[src/rtl/booth_r4_seq_mult_if.sv]
// booth_r4_seq_mult_if -- request/response bundle for the radix-4 Booth
// sequential multiplier.
//   start   : request, only looked at while the multiplier is not busy
//   a, b    : multiplicand / multiplier, captured when start is accepted
//   busy    : a multiplication is in flight
//   done    : one-cycle pulse, product is valid
//   product : 2*WIDTH result, held until the next accepted start
// master = requester, slave = multiplier.
interface booth_r4_seq_mult_if #(
  parameter int WIDTH = 8
) ();
  logic               start;
  logic [WIDTH-1:0]   a;
  logic [WIDTH-1:0]   b;
  logic               busy;
  logic               done;
  logic [2*WIDTH-1:0] product;

  modport master (output start, a, b, input  busy, done, product);
  modport slave  (input  start, a, b, output busy, done, product);
endinterface

[src/rtl/booth_r4_seq_mult.sv]
// booth_r4_seq_mult -- sequential radix-4 Booth multiplier, one Booth digit
// retired per RUN cycle.
//   clk   : single clock, rising edge
//   rst_n : asynchronous, active-low reset
//   bus   : booth_r4_seq_mult_if.slave (start, a, b in; busy, done, product out)
// Build option: define BOOTH_SIGNED_EN for two's complement operands
// (NDIG = WIDTH/2); otherwise operands are unsigned, b is zero-extended by
// two bits and NDIG = WIDTH/2+1.
// WIDTH must be even and >= 4.
module booth_r4_seq_mult #(
  parameter int WIDTH = 8
) (
  input  logic clk,
  input  logic rst_n,
  booth_r4_seq_mult_if.slave bus
);
`ifdef BOOTH_SIGNED_EN
  localparam int NDIG = WIDTH / 2;
`else
  localparam int NDIG = WIDTH / 2 + 1;
`endif
  localparam int AW = WIDTH + 2;       // accumulator: room for +-2A
  localparam int MW = 2 * NDIG;        // multiplier shift register
  localparam int PH = 2 * WIDTH - MW;  // accumulator bits that land in product
  localparam int CW = $clog2(NDIG);

  typedef enum logic [1:0] {S_IDLE, S_RUN, S_DONE} state_t;

  state_t             r_state, w_state_nxt;
  logic               w_load, w_step, w_last;
  logic [AW-1:0]      r_acc, r_a;
  logic [MW-1:0]      r_mul;
  logic               r_bm1;            // b[2i-1] of the current digit
  logic [CW-1:0]      r_cnt;
  logic [2*WIDTH-1:0] r_prod;

  logic [AW-1:0]      w_a_ext;
  logic [MW-1:0]      w_b_ext;
  logic [2:0]         w_dig;
  logic               w_zero, w_two, w_neg;
  logic [AW-1:0]      w_mult, w_addend, w_sum, w_acc_nxt;
  logic [MW-1:0]      w_mul_nxt;

`ifdef BOOTH_SIGNED_EN
  assign w_a_ext = {{2{bus.a[WIDTH-1]}}, bus.a};
  assign w_b_ext = bus.b;
`else
  assign w_a_ext = {2'b00, bus.a};
  assign w_b_ext = {2'b00, bus.b};
`endif

  // FSM state register
  always_ff @(posedge clk or negedge rst_n) begin
    if (!rst_n) r_state <= S_IDLE;
    else        r_state <= w_state_nxt;
  end

  // FSM next state / datapath controls
  always_comb begin
    w_state_nxt = r_state;
    w_load      = 1'b0;
    w_step      = 1'b0;
    w_last      = 1'b0;
    case (r_state)
      S_IDLE: if (bus.start) begin
        w_load      = 1'b1;
        w_state_nxt = S_RUN;
      end
      S_RUN: begin
        w_step = 1'b1;
        if (r_cnt == CW'(NDIG - 1)) begin
          w_last      = 1'b1;
          w_state_nxt = S_DONE;
        end
      end
      S_DONE: begin
        if (bus.start) begin
          w_load      = 1'b1;
          w_state_nxt = S_RUN;
        end else begin
          w_state_nxt = S_IDLE;
        end
      end
      default: w_state_nxt = S_IDLE;
    endcase
  end

  // Booth digit decode from (b[2i+1], b[2i], b[2i-1])
  assign w_dig = {r_mul[1:0], r_bm1};
  always_comb begin
    w_zero = 1'b0;
    w_two  = 1'b0;
    w_neg  = 1'b0;
    case (w_dig)
      3'b000, 3'b111: w_zero = 1'b1;
      3'b001, 3'b010: ;
      3'b011:         w_two  = 1'b1;
      3'b100: begin   w_two  = 1'b1; w_neg = 1'b1; end
      default:        w_neg  = 1'b1;   // 101, 110
    endcase
  end

  // Negative multiples: invert here, the +1 rides in as carry on the add.
  always_comb begin
    w_mult = '0;
    if (!w_zero) w_mult = w_two ? {r_a[AW-2:0], 1'b0} : r_a;
    w_addend  = w_neg ? ~w_mult : w_mult;
    w_sum     = r_acc + w_addend + AW'(w_neg);
    // {acc, mul} is one long register shifted arithmetically by 2
    w_acc_nxt = {{2{w_sum[AW-1]}}, w_sum[AW-1:2]};
    w_mul_nxt = {w_sum[1:0], r_mul[MW-1:2]};
  end

  always_ff @(posedge clk or negedge rst_n) begin
    if (!rst_n) begin
      r_acc  <= '0;
      r_a    <= '0;
      r_mul  <= '0;
      r_bm1  <= 1'b0;
      r_cnt  <= '0;
      r_prod <= '0;
    end else if (w_load) begin
      r_acc  <= '0;
      r_a    <= w_a_ext;
      r_mul  <= w_b_ext;
      r_bm1  <= 1'b0;
      r_cnt  <= '0;
    end else if (w_step) begin
      r_acc  <= w_acc_nxt;
      r_mul  <= w_mul_nxt;
      r_bm1  <= r_mul[1];
      r_cnt  <= r_cnt + 1'b1;
      // After the last digit the low 2*WIDTH bits of {acc, mul} are A*B.
      if (w_last) r_prod <= {w_acc_nxt[PH-1:0], w_mul_nxt};
    end
  end

  assign bus.busy    = (r_state == S_RUN);
  assign bus.done    = (r_state == S_DONE);
  assign bus.product = r_prod;
endmodule

[src/flat_wrapper.sv]
// flat-port wrapper written by rule: the top's interface ports become plain ports
module booth_r4_seq_mult_flat 
#(
  parameter int WIDTH = 8
)
  (clk, rst_n, bus_start, bus_a, bus_b, bus_busy, bus_done, bus_product);
  booth_r4_seq_mult_if #(.WIDTH(WIDTH)) bus_i ();
  input  logic clk;
  input  logic rst_n;
  input wire logic [$bits(bus_i.start)-1:0] bus_start;
  input wire logic [$bits(bus_i.a)-1:0] bus_a;
  input wire logic [$bits(bus_i.b)-1:0] bus_b;
  output wire logic [$bits(bus_i.busy)-1:0] bus_busy;
  output wire logic [$bits(bus_i.done)-1:0] bus_done;
  output wire logic [$bits(bus_i.product)-1:0] bus_product;
  assign bus_i.start = bus_start;
  assign bus_i.a = bus_a;
  assign bus_i.b = bus_b;
  assign bus_busy = bus_i.busy;
  assign bus_done = bus_i.done;
  assign bus_product = bus_i.product;
  booth_r4_seq_mult #(.WIDTH(WIDTH)) u_core (.clk(clk), .rst_n(rst_n), .bus(bus_i));
endmodule
[config.mk]
export PLATFORM = sky130hd
export DESIGN_NAME = booth_r4_seq_mult_flat
export DESIGN_NICKNAME = d
export VERILOG_FILES = /design/src/rtl/booth_r4_seq_mult_if.sv /design/src/rtl/booth_r4_seq_mult.sv /design/src/flat_wrapper.sv
export SDC_FILE = /design/constraint.sdc
export NUM_CORES = 1
export LEC_CHECK = 0
export BUFFER_PORTS_ARGS = -buffer_cell sky130_fd_sc_hd__buf_2
export CORE_UTILIZATION = 53
export CTS_CLUSTER_DIAMETER = 30
export DETAILED_ROUTE_END_ITERATION = 6
export PLACE_DENSITY = 0.76
export SYNTH_ARGS = -nofsm -noshare
export SYNTH_HDL_FRONTEND = slang
export SYNTH_SLANG_ARGS = --single-unit
[constraint.sdc]
create_clock -name clk -period 6.6 [get_ports clk]
set_input_delay 1.32 -clock clk [delete_from_list [all_inputs] [get_ports clk]]
set_output_delay 1.32 -clock clk [all_outputs]
set_load 0.02 [all_outputs]
# Word-level counts from Yosys, hierarchy flattened
# Index checks and enable logic that the tools add are counted.
# op_classes
n_addsub	3
eq_ne	10
n_mux	23
bitwise_logic	2
reduce_logical	9
# op_table
op	n
10-bit two-way mux	6
1-bit two-way mux	11
10-bit by 1-bit adder with 10-bit output	1
10-bit adder	1
10-bit inverter	1
3-bit == test (second input constant)	3
9-bit two-way mux	1
3-bit by 2-bit == test with 1-bit output (second input constant)	2
3-bit two-way mux	2
2-bit one-hot mux with 3 select lines	1
2-bit OR reduction	3
5-bit OR reduction	1
2-bit two-way mux	2
3-bit by 1-bit adder with 3-bit output (second input constant)	1
3-bit by 1-bit == test with 1-bit output (second input constant)	1
3-bit zero test	1
3-bit AND reduction	1
2-bit by 1-bit == test with 1-bit output (second input constant)	1
2-bit == test (second input constant)	1
2-bit zero test	1
2-bit by 1-bit inequality test with 1-bit output (second input constant)	1
2-bit inequality test (second input constant)	1
2-bit AND reduction	1
2-bit nonzero test	1
1-bit inverter	1
# word_totals
ff_bits	50
inputBits	19
elab_cells	54

# Depth between registers and ports, before layout
# depth
depth_word	11
mapped_depth	11
depth_no_buf	10

# Least setup slack after synthesis
# No wires, ideal clock.
# synth_path
path_kind	reg2reg
start	reg u_core.r_bm1
end	reg u_core.r_acc[8]
setup_ns	0.070
arrival_time_ns	2.435
required_time_ns	6.530
slack_ns	4.095
path_stages_with_launch	11
n_path_buf	1
synth_period_minus_slack_ns	2.505
path_cell_list	dfrtp_1 > nand2b_1 > or2_2 > clkbuf_1 > o21ai_0 > ha_1 > a211o_1 > a211oi_2 > o21ai_2 > a2111oi_2 > nand3b_1
# synth_via
elab_chain_len	11
# synth_lines
element	line_no	rtl
start, declared	booth_r4_seq_mult.sv:33	logic r_bm1;
start signal, assigned	booth_r4_seq_mult.sv:131	r_bm1 <= r_mul[1];
3-bit == test / 3-bit by 2-bit == test with 1-bit output (equally long branches)	booth_r4_seq_mult.sv:94	case (w_dig)
2-bit OR reduction (no source line)	--	
1-bit two-way mux	booth_r4_seq_mult.sv:94	
9-bit two-way mux	booth_r4_seq_mult.sv:106	if (!w_zero) w_mult = w_two ? {r_a[AW-2:0], 1'b0} : r_a;
10-bit two-way mux	booth_r4_seq_mult.sv:106	
10-bit inverter	booth_r4_seq_mult.sv:107	w_addend = w_neg ? ~w_mult : w_mult;
10-bit two-way mux	booth_r4_seq_mult.sv:107	
10-bit adder	booth_r4_seq_mult.sv:108	w_sum = r_acc + w_addend + AW'(w_neg);
10-bit by 1-bit adder with 10-bit output (*)	booth_r4_seq_mult.sv:108	
10-bit two-way mux (*)	booth_r4_seq_mult.sv:128	end else if (w_step) begin
10-bit two-way mux (*)	booth_r4_seq_mult.sv:122	end else if (w_load) begin
end signal, assigned	booth_r4_seq_mult.sv:129	r_acc <= w_acc_nxt;
end, declared	booth_r4_seq_mult.sv:31	logic [AW-1:0] r_acc, r_a;
# Mark *: on every way between the ends. The rest lies on a longest branch, timed or not. The select of a mux whose other input is x is not followed.
# A chain may end at the register's enable or synchronous reset.

# Worst setup path after layout
# layout_path
start	reg u_core.r_state[1]
end	out bus_busy
# layout_via
elab_chain_len	1
# layout_lines
element	line_no	rtl
start, declared	booth_r4_seq_mult.sv:29	state_t r_state, w_state_nxt;
start signal, assigned	booth_r4_seq_mult.sv:55	else r_state <= w_state_nxt;
2-bit by 1-bit == test with 1-bit output	booth_r4_seq_mult.sv:138	assign bus.busy = (r_state == S_RUN);
end, declared	flat_wrapper.sv:13	output wire logic [$bits(bus_i.busy)-1:0] bus_busy;
# Every way passes these cells.

==> out/qor.txt <==
CP required: 5280 ps
Routed WL per cell: 14.65 µm
Reg-to-Reg Start: u_core.r_mul[1]
Initial Utilization: 56.66%
GP Congestion: 0.9163
CTS Hold Bufs: 0
Worst R2R Path Depth: 9
Max Cap Viol: 0
Chip height: 71.16 µm
Hpwl dp: 3395 µm
Cell variety after synth: 44
Violated checks: DRC
Die ar.: 5064 µm²
Status: complete, but fails checks
Area grow syn2layout: 10.96%
Layout Nets: 293
Setup Fix Bufs, Post-CTS: 0
Final Util: 62.86%
Synth Net Count: 259
Tmin final: 3013 ps
GRT overflow: 0
Crit. End Element: output port
Final hold vios: 0
Resize count post-CTS: 0
Post-synthesis sequential area ratio: 47.38%
Num CTS Buffers: 5
Post-synth EDFFs: 0
Pins Over Slew Limit: 0
Clock root cell: clkbuf_8
Final Cycle Share: 45.65%
Largest net degree at the start of global routing: 49
Antenna Cells: 0
Seq cells post-synth: 48
Post-Synthesis Cell Area: 2535 µm²
Max Root-Sink Buffers: 2
DRT Wirelength: 4630 µm
Initial drt markers: 112
R2r endpoint: u_core.r_acc[8]
H-tree levels: 2
Worst-Margin Slew: 1037 ps
First-pass GRT wire length: 7962 µm
Share of cells above drive strength 1: 28.03%
Initial antenna violation count: 0
I/O pins: 37
# clock sinks: 48
Worst Setup Start Kind: flip-flop
Fmax: 331.9 MHz
Core ar.: 4474 µm²
Hold Path End: u_core.bus.product[14]
Synth Flop Type: dfrtp_1
Die X: 71.16 µm
Synth Instances: 229
Hold path depth: 2
PortBufs: 36
Vias in the first global route: 1644
Critical path type: flip-flop to output port
Min-delay src: u_core.bus.product[14]
Final setup vio count: 0
Total negative setup slack: 0 ps
CP Max Fanout: 20
Antenna Violating Nets Remaining: 0
Worst-Skew Late Latency: 310 ps
Vias: 1795
Clk pin slew, worst setup/hold paths: 90 ps
Number of synthesis warnings: 0
Post-synth ARST share: 100.0%
Via/cell ratio: 5.680
Slew HR: 30.83%
Tot GR Track Use: 20.48%
TritonRoute pass-1 iters: 6
Syn_area_per_cell: 11.07 µm²
# rows: 24
Worst reg2reg setup slack: 3710 ps
Crit path DAT: 1690 ps
Worst Skew: 10.30 ps
TritonCTS clock tree: built
Hold Crit Class: flip-flop to flip-flop
Drt drc: 2
RSZ-0062 raised after global routing: no
==> cell usage after synthesis (all sizes together), types with 2 or more instances <==
library cell / number / area, µm²
dfrtp: 48 / 1201
nand2: 32 / 120.1
mux2: 21 / 236.5
o21ai: 19 / 102.6
xor2: 16 / 140.1
a22oi: 11 / 82.58
ha: 10 / 125.1
a22o: 7 / 61.31
nor2: 7 / 33.78
a21oi: 6 / 30.03
buf: 6 / 36.28
inv: 6 / 22.52
a21o: 4 / 31.28
clkbuf: 4 / 35.04
mux2i: 3 / 30.03
nor2b: 3 / 18.77
o31ai: 3 / 22.52
a221o: 2 / 20.02
and3: 2 / 17.52
nand2b: 2 / 12.51
o211ai: 2 / 15.01
o21a: 2 / 15.01
==> cells in the final DEF, fill, tap and decap left out, drive strengths merged <==
cell type / instances
and3: 2
buf: 37
clkinv: 1
a211oi: 1
a22oi: 11
a21o: 4
inv: 7
and4: 1
mux2i: 3
o211ai: 2
fa: 1
a32oi: 1
o21ai: 19
a211o: 1
nand4: 1
nor3: 1
nand3: 1
o31ai: 3
xnor2: 1
a22o: 7
nand2: 32
mux2: 21
nand2b: 2
a21oi: 6
nor2: 7
nor2b: 3
xor2: 16
clkbuf: 6
dfrtp: 48
nand3b: 1
a221o: 2
a2111oi: 1
ha: 10
or2: 1
o21a: 2
a31oi: 1
==> per-layer routing <==
layer | up-vias | track usage (%) | wire [µm]
li1 | 891 | - | -
met1 | 858 | 29.60 | 2401
met2 | 39 | 30.90 | 2017
met3 | 7 | 3.846 | 140
met4 | 0 | 7.333 | 70
met5 | - | 0 | 0
==> registers in the layout, summed over array words and instances (netlist names) <==
register            flops
u_core.r_state          2
u_core.r_mul           10
u_core.r_bm1            1
u_core.bus.product     16
u_core.r_a              8
u_core.r_acc            8
u_core.r_cnt            3
==> stage by stage <==
stage	hold slack, ps	worst slack [ps]	instance area [µm²]	std cells
6_report	474.6	3587	2813	316
5_1_grt	514.7	3485	2813	316
4_1_cts	484.2	3579	2813	316
3_5_place_dp	465.5	3739	2716	308
3_3_place_gp	462.9	3809	2716	308
2_1_floorplan	453.6	4095	2535	229
==> layout make-up <==
type / count / area [µm²]
fill: 367 / 1662
multi-input combinational: 165 / 1240
sequential: 48 / 1201
timing repair buffer: 37 / 187.7
clock buffer: 6 / 82.58
tap: 52 / 65.06
inverter: 6 / 22.52
clock inverter: 2 / 13.76
==> kinds of logic after synthesis <==
logic type               share of synthesized area (%)
XOR/XNOR                                         5.874
AO/OA/AOI/OAI                                    17.03
adder cells (fa/ha/maj)                          5.726
flip-flops                                       47.38
buffers and inverters                            3.702
AND/OR/NAND/NOR                                  9.773
multiplexers                                     10.51
==> worst max path at each step <==
stage | start | to | slack, ps | cells after the start
finish | u_core.r_state[1] | bus_busy | 3590 | 3
global route | u_core.r_state[1] | bus_busy | 3480 | 3
CTS | u_core.r_state[1] | bus_busy | 3580 | 3
detailed placement | u_core.r_mul[1] | u_core.r_acc[8] | 3740 | 9
global placement | u_core.r_mul[1] | u_core.r_acc[8] | 3810 | 9
floorplan | u_core.r_bm1 | u_core.r_acc[8] | 4100 | 10
==> worst max-delay path, cell delays in order, from the launching register on <==
cell	delay [ps]
dfrtp_1	380
nand2b_1	340
inv_2	410
buf_2	240
Power is not shown: default switching activity piles up to over one toggle a cycle in this logic, so the estimate is an artifact.
